[src/rtl/scan_arbiter_pkg.sv]
// Shared constants and types for the scan arbiter.
// Requester count, widths and FSM state encoding.
package scan_arbiter_pkg;

  localparam int NREQ = 32;
  localparam int IDXW = 5;
  localparam int CNTW = 8;

  typedef enum logic {
    IDLE  = 1'b0,
    GRANT = 1'b1
  } state_t;

endpackage

[src/rtl/scan_arbiter_decoder.sv]
// Active-low one-hot grant decode of a binary index.
// All lines stay high while the enable is low.
module scan_arbiter_decoder
  import scan_arbiter_pkg::*;
(
  input  logic [IDXW-1:0] idx,
  input  logic            en,
  output logic [NREQ-1:0] gntN
);

  // Drive exactly one line low when enabled
  always_comb begin
    gntN = '1;
    if (en) gntN[idx] = 1'b0;
  end

endmodule

[src/rtl/scan_arbiter.sv]
// Rotating-priority 32-way arbiter with hold timeout.
// One guard idle cycle always separates two grants.
module scan_arbiter
  import scan_arbiter_pkg::*;
#(
  parameter int TIMEOUT = 16
) (
  input  logic            iClk,
  input  logic            iRst,
  input  logic [NREQ-1:0] iReq,
  input  logic            iDone,
  output logic [IDXW-1:0] oGntIdx,
  output logic            oGntValid,
  output logic [NREQ-1:0] oGnt_n,
  output logic            oTimeout
);

  state_t          state;
  logic [IDXW-1:0] ptr;
  logic [CNTW-1:0] holdCnt;
  logic [IDXW-1:0] pick;
  logic            found;
  logic            cntMax;
  logic            holderReq;
  logic            relGo;
  logic            toOnly;

  assign cntMax    = (holdCnt == CNTW'(TIMEOUT));
  assign holderReq = iReq[oGntIdx];
  assign relGo     = iDone || !holderReq || cntMax;
  assign toOnly    = cntMax && !iDone && holderReq;
  assign oGntValid = (state == GRANT);

  // First set request at or above ptr, wrapping 31 -> 0
  always_comb begin
    found = 1'b0;
    pick  = '0;
    for (int i = 0; i < NREQ; i++) begin
      logic [IDXW-1:0] cand;
      cand = ptr + IDXW'(i);
      if (!found && iReq[cand]) begin
        found = 1'b1;
        pick  = cand;
      end
    end
  end

  // Grant FSM with hold counter and registered timeout pulse
  always_ff @(posedge iClk) begin
    if (iRst) begin
      state    <= IDLE;
      ptr      <= '0;
      oGntIdx  <= '0;
      holdCnt  <= '0;
      oTimeout <= 1'b0;
    end else begin
      oTimeout <= 1'b0;
      case (state)
        IDLE: begin
          if (found) begin
            oGntIdx <= pick;
            holdCnt <= CNTW'(1);
            state   <= GRANT;
          end
        end
        GRANT: begin
          if (relGo) begin
            ptr      <= oGntIdx + IDXW'(1);
            holdCnt  <= '0;
            oTimeout <= toOnly;
            state    <= IDLE;
          end else if (!cntMax) begin
            holdCnt <= holdCnt + CNTW'(1);
          end
        end
        default: state <= IDLE;
      endcase
    end
  end

  scan_arbiter_decoder decoder (
    .idx  (oGntIdx),
    .en   (oGntValid),
    .gntN (oGnt_n)
  );

endmodule

[config.mk]
export PLATFORM = sky130hd
export DESIGN_NAME = scan_arbiter
export DESIGN_NICKNAME = d
export VERILOG_FILES = /design/src/rtl/scan_arbiter_pkg.sv /design/src/rtl/scan_arbiter_decoder.sv /design/src/rtl/scan_arbiter.sv
export SDC_FILE = /design/constraint.sdc
export NUM_CORES = 1
export LEC_CHECK = 0
export ABC_AREA = 1
export BUFFER_PORTS_ARGS = -buffer_cell sky130_fd_sc_hd__buf_2
export CELL_PAD_IN_SITES_DETAIL_PLACEMENT = 1
export CELL_PAD_IN_SITES_GLOBAL_PLACEMENT = 1
export CORE_UTILIZATION = 40
export CTS_CLUSTER_DIAMETER = 200
export DETAILED_ROUTE_END_ITERATION = 8
export PLACE_DENSITY = 0.84
export SYNTH_ARGS = -nofsm -noshare
export SYNTH_HDL_FRONTEND = slang
export SYNTH_HIERARCHICAL = 1
export SYNTH_SLANG_ARGS = --single-unit
[constraint.sdc]
create_clock -name iClk -period 7 [get_ports iClk]
set_input_delay 1.05 -clock iClk [delete_from_list [all_inputs] [get_ports iClk]]
set_output_delay 1.05 -clock iClk [all_outputs]
set_load 0.005 [all_outputs]
==> results of run 1 <==
==> layer usage <==
| metal | part of all wire [%] | vias up |
|---|---|---|
| met5 | 0 | - |
| met4 | 4.3 | 0 |
| met3 | 8.4 | 69 |
| met2 | 45 | 354 |
| met1 | 43 | 3623 |
| li1 | - | 3658 |
==> where the power goes <==
part           total [µW]  switching, µW  internal, µW
Combinational        2980           2220           757
Clock                 157           43.7           113
Sequential            211           76.3           135
==> worst max-delay path by stage <==
| stage | start | end | slack [ns] | cells after the start |
|---|---|---|---|---|
| after floorplan | ptr[1] | oGntIdx[0] | 2.13 | 33 |
| after global placement | ptr[2] | oGntIdx[0] | 1.49 | 27 |
| after detailed placement | ptr[2] | oGntValid | 1.21 | 27 |
| after CTS | ptr[2] | oGntIdx[0] | 1.17 | 27 |
| after global routing | ptr[2] | oGntIdx[0] | 0.65 | 27 |
| final | ptr[2] | oGntIdx[0] | 1.10 | 27 |
==> placed cells by master, fill, tap and decap left out, drive strengths merged, types with 3 or more instances in the layout <==
cell type | netlist | layout
xnor2 | 4 | 4
o21ai | 52 | 52
a31oi | 5 | 5
inv | 114 | 114
nor3 | 17 | 17
nand4 | 31 | 31
nand2 | 310 | 310
clkbuf | 14 | 3
nor2 | 154 | 154
o221ai | 4 | 4
buf | 20 | 82
a21oi | 32 | 32
nand3 | 237 | 237
ha | 15 | 15
xor2 | 21 | 21
o22ai | 4 | 4
dfxtp | 20 | 20
o21a | 8 | 8
nand3b | 5 | 5
==> through the flow <==
stage          utilization [%]  area, µm²  cells  setup slack [ns]
6_report                  45.9       6180   1304              1.10
5_1_grt                   45.9       6180   1304             0.653
4_1_cts                   45.9       6180   1304              1.17
3_5_place_dp              45.2       6080   1300              1.21
3_3_place_gp              45.2       6080   1300              1.49
2_1_floorplan                -       5620   1076              2.13
==> cells by family (layout without fill, tap and decap cells) <==
kind of cell    Yosys count  after routing  synth area share [%]
xor+xnor                 25             25                  4.70
fa+ha+maj                15             15                  3.34
buf+inv                 149            201                  11.2
compound gates          108            108                  11.2
flops                    20             20                  7.13
simple gates            759            759                  62.5
==> final cells by class <==
cell class	count	area, µm²	area share (%)
multi-input combinational	907	4590	74.2
sequential	20	400	6.48
tap	176	220	3.56
inverter	115	434	7.02
clock inverter	1	30.0	0.486
clock buffer	3	75.1	1.21
timing repair buffer	82	433	7.00
==> worst reg2reg max path, stage by stage, from the launching register on <==
cell and delay [ns]:
dfxtp_1 0.93, inv_2 0.42, ha_1 0.75, inv_1 0.33, nand3_1 0.20, nand3_1 0.09, nand2_1 0.08, nand2_1 0.05
nand2_1 0.23, nand4_4 0.16, nor2_4 0.17, nand4_4 0.12, nor2_4 0.18, nand4_4 0.12, nor2_4 0.19, nand4_4 0.12
nor2_2 0.13, nand4_2 0.12, nor2_4 0.21, nand4_4 0.15, nor2_4 0.18, nand4_4 0.14, nor2_8 0.20, nand3_4 0.12
nand2_4 0.16, inv_2 0.06, o21ai_1 0.11, a21oi_1 0.07
==> state kept, by name, indices dropped and copies added, names as in the netlist <==
name,cells
holdCnt,8
oGntIdx,5
oGntValid,1
oTimeout,1
ptr,5
==> results.py, run 1 <==
metrics = {
    "logic_synthesis": {
        "synthTopCellsByArea": "nand3_1 21%, nand2_1 20%, nor2_1 9.7%",
        "synth_top_area_cell": "nand3_1",
        "synthDominantCellAreaShare_pct": 20.9,
        "syn_area_um2": 5620,
        "syn_avg_cell_area_um2": 5.22,
        "synth-edff-count": 0,
        "synth_flop_cell": "dfxtp_1",
        "syn_nets": 1126,
        "synth_async_sr_flop_share_pct": 0,
        "synthTopCellsByCount": "303 x nand2_1, 235 x nand3_1, 145 x nor2_1, 103 x inv_1, 44 x o21ai_0",
        "synth_most_common_cell": "nand2_1",
        "ys_seq_elements": 20,
        "synth_cells": 1076,
        "yosysWarnings": 6,
        "ys_seq_area_share_pct": 7.13,
        "synthDistinctLibCells": 48,
    },
    "power_and_ir_drop": {
        "ir_worst_vdd_mv": 0.259,
        "power_uw": 3350,
        "leakage_uw": 0.00299,
        "power.density_nw_per_um2": 542,
    },
    "clocking": {
        "clk_path_buf_depth": 2,
        "clock-sinks": 20,
        "h-tree-depth": 1,
        "post_cts_resized": 0,
        "cts_hold_buf": 0,
        "clockRootBuffer": "clkbuf_16",
        "cts_made_buffers": 3,
        "cts_tree": "done",
        "clock_latency_ns": 0.25,
        "clk_pin_slew_ns": 0.06,
        "postCtsSetupRepairBufs": 0,
    },
    "global_route": {
        "busiest_layer": "met2",
        "grt_pass1_wl_um": 39600,
        "met1_usage_pct": 45.0,
        "grt_overflow": 0,
        "grt_pass1_vias": 7603,
        "grt_max_degree": 38,
        "antenna_found_initial": 0,
        "met3_usage_pct": 5.52,
        "use_met2_pct": 57.1,
        "track_usage_pct": 34.7,
    },
    "place": {
        "dp.final_hpwl_um": 19900,
        "gp_congestion": 0.958,
        "portBuffers": 73,
    },
    "worst_setup_path": {
        "r2r_cells": 27,
        "crit_family": "simple AND/OR/NAND/NOR gates",
        "critical_path_buf_inv_count": 3,
        "r2r_start": "ptr[2]",
        "endpoint_kind": "register",
        "reg2reg_slack_ns": 1.10,
        "startpoint_type": "register",
        "cp_max_fo": 20,
        "r2r-end": "oGntIdx[0]",
        "required_ns": 7.13,
        "path_class": "reg -> reg",
        "worstPathArrival_ns": 6.03,
        "crit_top_cell": "nand4_4",
        "slowest_stage": "dfxtp_1",
        "slowest_delay_ns": 0.93,
    },
    "routing": {
        "drtIter0Drc": 701,
        "first_pass_iters": 5,
        "vias": 7704,
        "via_per_inst": 5.91,
        "ant_nets": 0,
        "drt-total-wl_um": 24800,
        "drcViolationCount": 0,
        "wl_per_cell_um": 19.0,
    },
    "floorplan": {
        "die_w_um": 120,
        "dieArea_um2": 14500,
        "num_rows": 42,
        "io_pins": 74,
        "initial_core_util_pct": 41.7,
        "coreArea_um2": 13500,
        "dieHeight_um": 120,
    },
    "timing": {
        "rsz0062_at_grt": "false",
        "hold_ws_ns": 0.481,
        "drv_slew": 0,
        "fin_crit_sh_pct": 84.3,
        "timing.fmax_mhz": 169,
        "finalHoldViolations": 0,
        "fin_crit_ns": 5.90,
        "tightest_slew_ns": 0.974,
        "slew_headroom_pct": 34.7,
        "tns_ns": 0,
        "finalSetupViolations": 0,
        "fin_skew_ns": 0.00209,
    },
    "min_path": {
        "min_from": "holdCnt[3]",
        "hp-class": "reg -> reg",
        "min_to": "holdCnt[3]",
        "min_path_cells": 2,
    },
    "cells_and_area": {
        "drive_above_1_share_pct": 12.2,
        "fillers": 2050,
        "final_nets": 1179,
        "diodes": 0,
        "syn_to_final_growth_pct": 10.1,
    },
    "flow_run": {
        "cap_violations": 0,
    },
    "outcome": {
        "run_status": "complete, no violations",
    },
}
Note: power is estimated with default switching activity, not from simulation.
==> run 2: changes to the inputs <==
- clock period: 7 -> 6 ns (I/O delays scaled with it)
==> run 2 against run 1 <==
Against the previous run: first-iteration DRC count decreased by 12%; clock skew increased by 0.0037 ns; final cell count about the same; worst hold slack improved by 0.0059 ns.
==> results.py, run 2 (synthesis gave the netlist of run 1 again) <==
metrics = {
    "floorplan": {
        "die_w_um": 120,
        "io_pins": 74,
        "num_rows": 42,
        "initial_core_util_pct": 41.7,
        "coreArea_um2": 13500,
        "dieHeight_um": 120,
        "dieArea_um2": 14500,
    },
    "clocking": {
        "cts_hold_buf": 0,
        "clk_pin_slew_ns": 0.06,
        "clk_path_buf_depth": 2,
        "postCtsSetupRepairBufs": 0,
        "h-tree-depth": 1,
        "clock-sinks": 20,
        "post_cts_resized": 0,
        "clock_latency_ns": 0.26,
        "cts_made_buffers": 3,
        "clockRootBuffer": "clkbuf_16",
        "cts_tree": "done",
    },
    "timing": {
        "tightest_slew_ns": 1.02,
        "drv_slew": 0,
        "fin_crit_sh_pct": 93.3,
        "fin_crit_ns": 5.60,
        "fin_skew_ns": 0.00581,
        "tns_ns": 0,
        "finalSetupViolations": 0,
        "rsz0062_at_grt": "false",
        "slew_headroom_pct": 32.0,
        "timing.fmax_mhz": 179,
        "finalHoldViolations": 0,
    },
    "routing": {
        "first_pass_iters": 6,
        "drcViolationCount": 0,
        "via_per_inst": 5.78,
        "wl_per_cell_um": 19.1,
        "drt-total-wl_um": 24900,
        "vias": 7547,
        "drtIter0Drc": 619,
        "ant_nets": 0,
    },
    "global_route": {
        "grt_overflow": 0,
        "grt_max_degree": 38,
        "grt_pass1_wl_um": 39600,
        "grt_pass1_vias": 7529,
        "track_usage_pct": 34.9,
        "antenna_found_initial": 0,
    },
    "worst_setup_path": {
        "worstPathArrival_ns": 5.72,
        "reg2reg_slack_ns": 0.40,
        "r2r_cells": 27,
        "r2r_start": "ptr[1]",
        "endpoint_kind": "register",
        "cp_max_fo": 26,
        "path_class": "reg -> reg",
        "required_ns": 6.13,
        "r2r-end": "oGntIdx[0]",
        "startpoint_type": "register",
    },
    "place": {
        "place_area_um2": 6080,
        "gp_congestion": 1.01,
        "dp.cells": 1301,
        "dp.final_hpwl_um": 20000,
        "portBuffers": 73,
    },
    "outcome": {
        "run_status": "complete, no violations",
    },
    "cells_and_area": {
        "layout_commonest_cell": "nand2_1",
        "syn_to_final_growth_pct": 10.2,
        "fin_area_um2": 6190,
        "drive_above_1_share_pct": 12.3,
        "largest_reg_flops": 8,
        "final_cell_mix": "303 x nand2_1, 235 x nand3_1, 145 x nor2_1",
        "fin_cells": 1305,
        "fillers": 2072,
        "reg.largest.list": "holdCnt (8), oGntIdx (5), ptr (5)",
        "final_nets": 1180,
        "regMostFlops": "holdCnt",
        "diodes": 0,
    },
    "min_path": {
        "min_to": "holdCnt[7]",
        "hp-class": "reg -> reg",
        "min_path_cells": 2,
        "min_from": "holdCnt[7]",
    },
    "power_and_ir_drop": {
        "leakage_uw": 0.00299,
        "power_uw": 3890,
        "power.density_nw_per_um2": 629,
        "ir_worst_vdd_mv": 0.286,
    },
    "flow_run": {
        "cap_violations": 0,
    },
}
-- run 2: routing by layer --
layer	wire length [µm]	track usage [%]
met5	0	0
met4	918	14.2
met3	1970	6.13
met2	11200	56.6
met1	10900	45.4
-- run 2: layout make-up --
class	count	area, µm²	area share, %
Clock buffer	3	75.1	1.21
Clock inverter	1	30.0	0.485
Inverter	115	434	7.02
Multi-Input combinational cell	907	4590	74.1
Sequential cell	20	400	6.47
Tap cell	176	220	3.56
Timing Repair Buffer	83	440	7.12
-- run 2: worst max-delay path by stage --
| stage | from | end | slack [ns] |
|---|---|---|---|
| 6_report | ptr[1] | oGntIdx[0] | 0.40 |
| 5_1_grt | ptr[1] | oGntIdx[2] | 0.09 |
| 4_1_cts | ptr[1] | oGntIdx[0] | 0.58 |
| 3_5_place_dp | ptr[1] | oGntIdx[0] | 0.70 |
| 3_3_place_gp | ptr[3] | oGntIdx[0] | 0.93 |
| 2_1_floorplan | ptr[1] | oGntIdx[0] | 1.13 |
-- run 2: report_power, final --
| group | leakage, µW | internal, µW | switching [µW] |
|---|---|---|---|
| clock network | 0.0000511 | 133 | 55.1 |
| registers | 0.000163 | 157 | 88.8 |
| logic | 0.00278 | 895 | 2560 |
| total | 0.00299 | 1190 | 2700 |
-- run 2: metrics by stage --
step	hold slack, ns	utilization [%]	setup slack, ns
6_report	0.487	46.0	0.405
3_3_place_gp	0.448	45.2	0.933
2_1_floorplan	0.439	-	1.13
5_1_grt	0.514	46.0	0.0857
4_1_cts	0.481	46.0	0.575
3_5_place_dp	0.461	45.2	0.700
-- run 2: worst max-delay path: stages, from the launching register on --
cell	delay [ns]
dfxtp_1	0.36
buf_4	0.36
ha_1	0.34
nor2_1	0.07
nor2_1	0.80
nand3_1	0.38
nand2_1	0.15
nand2_1	0.06
nand2_1	0.18
nand4_4	0.16
nor2_4	0.17
nand4_4	0.12
nor2_4	0.18
nand4_4	0.12
nor2_4	0.19
nand4_4	0.12
nor2_2	0.12
nand4_2	0.12
nor2_4	0.20
nand4_4	0.15
nor2_4	0.18
nand4_4	0.14
nor2_8	0.19
nand3_4	0.12
nand2_4	0.17
inv_2	0.07
o21ai_1	0.13
a21oi_1	0.09
==> run 3: changes to the inputs <==
- PLACE_DENSITY: 0.84 -> 0.85
- SYNTH_HIERARCHICAL: 1 -> not set
==> run 3 against run 2 <==
Against the previous run: fmax grew 8.1%; flip-flop and latch count stayed put; core utilization shrank 0.77 points; register-to-register slack improved by 0.42 ns; wire length rose by 1.3%; sequential power down 7%; combinational power up 3%; die area fell by 3.2%; non-clock buffer count grew 2; via count grew 1.1%; final cell count down 1.5%; critical path type unchanged.
==> results.py, run 3 <==
metrics = {
    "clocking": {
        "clk_path_buf_depth": 2,
        "clock_latency_ns": 0.26,
        "cts_tree": "done",
        "h-tree-depth": 1,
        "post_cts_resized": 0,
        "clock-sinks": 20,
        "cts_made_buffers": 3,
        "cts_hold_buf": 0,
        "clockRootBuffer": "clkbuf_16",
        "clk_pin_slew_ns": 0.06,
        "postCtsSetupRepairBufs": 0,
    },
    "routing": {
        "wl_per_cell_um": 19.6,
        "drtIter0Drc": 688,
        "drcViolationCount": 0,
        "drt-total-wl_um": 25200,
        "ant_nets": 0,
        "vias": 7633,
        "via_per_inst": 5.94,
        "first_pass_iters": 5,
    },
    "logic_synthesis": {
        "synthTopCellsByArea": "nand2_1 21%, nand3_1 20%, nor2_1 10%",
        "syn_avg_cell_area_um2": 5.13,
        "yosys.area_share.adder_pct": 4.15,
        "synthDistinctLibCells": 47,
        "synth_top_area_cell": "nand2_1",
        "synth_top_family_by_area": "simple AND/OR/NAND/NOR gates",
        "syn_area_um2": 5430,
        "synth_compound_area_share_pct": 12.2,
        "synthTopCellsByCount": "304 x nand2_1, 215 x nand3_1, 150 x nor2_1, 92 x inv_1, 44 x o21ai_0",
        "synth_mux_area_share_pct": 0.392,
        "synth_xor_area_share_pct": 3.36,
        "synth_flop_cell": "dfxtp_1",
        "syn_nets": 1112,
        "synth_async_sr_flop_share_pct": 0,
        "synth-edff-count": 0,
        "ys_seq_elements": 20,
        "synthDominantCellAreaShare_pct": 21.0,
        "ys_seq_area_share_pct": 7.37,
        "yosys.area_share.simple_pct": 60.9,
        "yosysWarnings": 0,
        "synth_cells": 1059,
        "synth_most_common_cell": "nand2_1",
    },
    "timing": {
        "fin_crit_sh_pct": 86.3,
        "finalHoldViolations": 0,
        "tightest_slew_ns": 0.957,
        "tns_ns": 0,
        "setup_slack_ns": 0.823,
        "rsz0062_at_grt": "false",
        "timing.fmax_mhz": 193,
        "slew_headroom_pct": 35.5,
        "drv_slew": 0,
        "hold_ws_ns": 0.467,
        "fin_skew_ns": 0.00243,
        "fin_crit_ns": 5.18,
        "finalSetupViolations": 0,
    },
    "place": {
        "gp_congestion": 1.02,
        "portBuffers": 73,
        "preCtsSetupSlack_ns": 0.964,
        "dp.final_hpwl_um": 20200,
        "dp.cells": 1281,
        "place_area_um2": 5880,
    },
    "min_path": {
        "hp-class": "reg -> reg",
    },
    "cells_and_area": {
        "syn_to_final_growth_pct": 10.3,
        "final_cell_mix": "304 x nand2_1, 215 x nand3_1, 150 x nor2_1",
        "regMostFlops": "holdCnt",
        "diodes": 0,
        "fin_area_um2": 5990,
        "fin_cells": 1285,
        "drive_above_1_share_pct": 12.4,
        "layout_commonest_cell": "nand2_1",
        "final_nets": 1163,
        "reg.largest.list": "holdCnt (8), oGntIdx (5), ptr (5)",
        "largest_reg_flops": 8,
    },
    "outcome": {
        "run_status": "complete, no violations",
    },
    "global_route": {
        "grt_overflow": 0,
        "grt_pass1_vias": 7632,
        "grt_pass1_wl_um": 40400,
        "track_usage_pct": 36.3,
        "met1_usage_pct": 47.1,
        "met3_usage_pct": 7.24,
        "busiest_layer": "met2",
        "use_met2_pct": 58.3,
        "grt_max_degree": 37,
        "antenna_found_initial": 0,
    },
    "worst_setup_path": {
        "crit_family": "simple AND/OR/NAND/NOR gates",
        "required_ns": 6.20,
        "slowest_stage": "dfxtp_1",
        "worstPathArrival_ns": 5.38,
        "startpoint_type": "register",
        "crit_top_cell": "nor2_1",
        "slowest_delay_ns": 0.53,
        "critical_path_buf_inv_count": 3,
        "endpoint_kind": "register",
        "path_class": "reg -> reg",
        "cp_max_fo": 12,
    },
    "flow_run": {
        "cap_violations": 0,
    },
    "floorplan": {
        "coreArea_um2": 13200,
        "initial_core_util_pct": 41.0,
        "num_rows": 42,
        "dieArea_um2": 14000,
        "dieHeight_um": 119,
        "die_w_um": 119,
        "io_pins": 74,
    },
    "power_and_ir_drop": {
        "power.density_nw_per_um2": 668,
        "ir_worst_vdd_mv": 0.257,
        "leakage_uw": 0.00289,
    },
}
[run 3: changes by cell type in the layout (fill, tap and decap cells not counted), moves of 5 or more]
cell / delta
o22ai_1: +6
xor2_2: -5
a31oi_1: +7
nor2_1: +5
nand3_1: -20
inv_1: -11
[run 3: layout make-up]
| cell class | instances | area (µm²) |
|---|---|---|
| fill | 2049 | 7250 |
| multi-input combinational | 891 | 4400 |
| timing repair buffer | 85 | 455 |
| inverter | 109 | 412 |
| sequential | 20 | 400 |
| tap | 176 | 220 |
| clock buffer | 3 | 75.1 |
| clock inverter | 1 | 30.0 |
[run 3: kinds of logic after synthesis]
logic type,count (synthesis)
buf+inv,148
xor+xnor,20
flops,20
fa+ha+maj,18
simple gates,737
mux,2
compound gates,114
[run 3: final timing paths]
kind                   start         end  slack (ns)  depth (start not counted)
setup / recovery      ptr[2]  oGntIdx[1]        0.82                         30
hold / removal    holdCnt[4]  holdCnt[4]        0.47                          2
setup reg to reg      ptr[2]  oGntIdx[1]        0.82                         30
hold reg to reg   holdCnt[4]  holdCnt[4]        0.47                          2
[run 3: per-layer routing]
metal  vias up  part of all wire, %  routed length (µm)
met1      3594                   42               10500
met2       363                   44               11200
li1       3597                    -                   -
met5         -                    0                   0
met3        79                  9.4                2370
met4         0                  4.4                1120
[run 3: metrics by stage]
stage,util [%],power [µW]
2_1_floorplan,-,2620
3_3_place_gp,44.4,3580
3_5_place_dp,44.4,3670
4_1_cts,45.2,3870
5_1_grt,45.2,4310
6_report,45.2,4000
[run 3: worst register-to-register path, delay by kind of cell, from the launching register on]
kind | cells | cell delay (ns)
and+or+nand+nor | 25 | 3.49
buffers and inverters | 3 | 0.56
DFF | 1 | 0.53
AOI/OAI and AO/OA | 1 | 0.31
adders and majority gates | 1 | 0.19
[run 3: power by group]
group | switching, µW | internal, µW
combinational | 2650 | 932
sequential | 69.8 | 158
clock | 56.7 | 133
total | 2780 | 1220
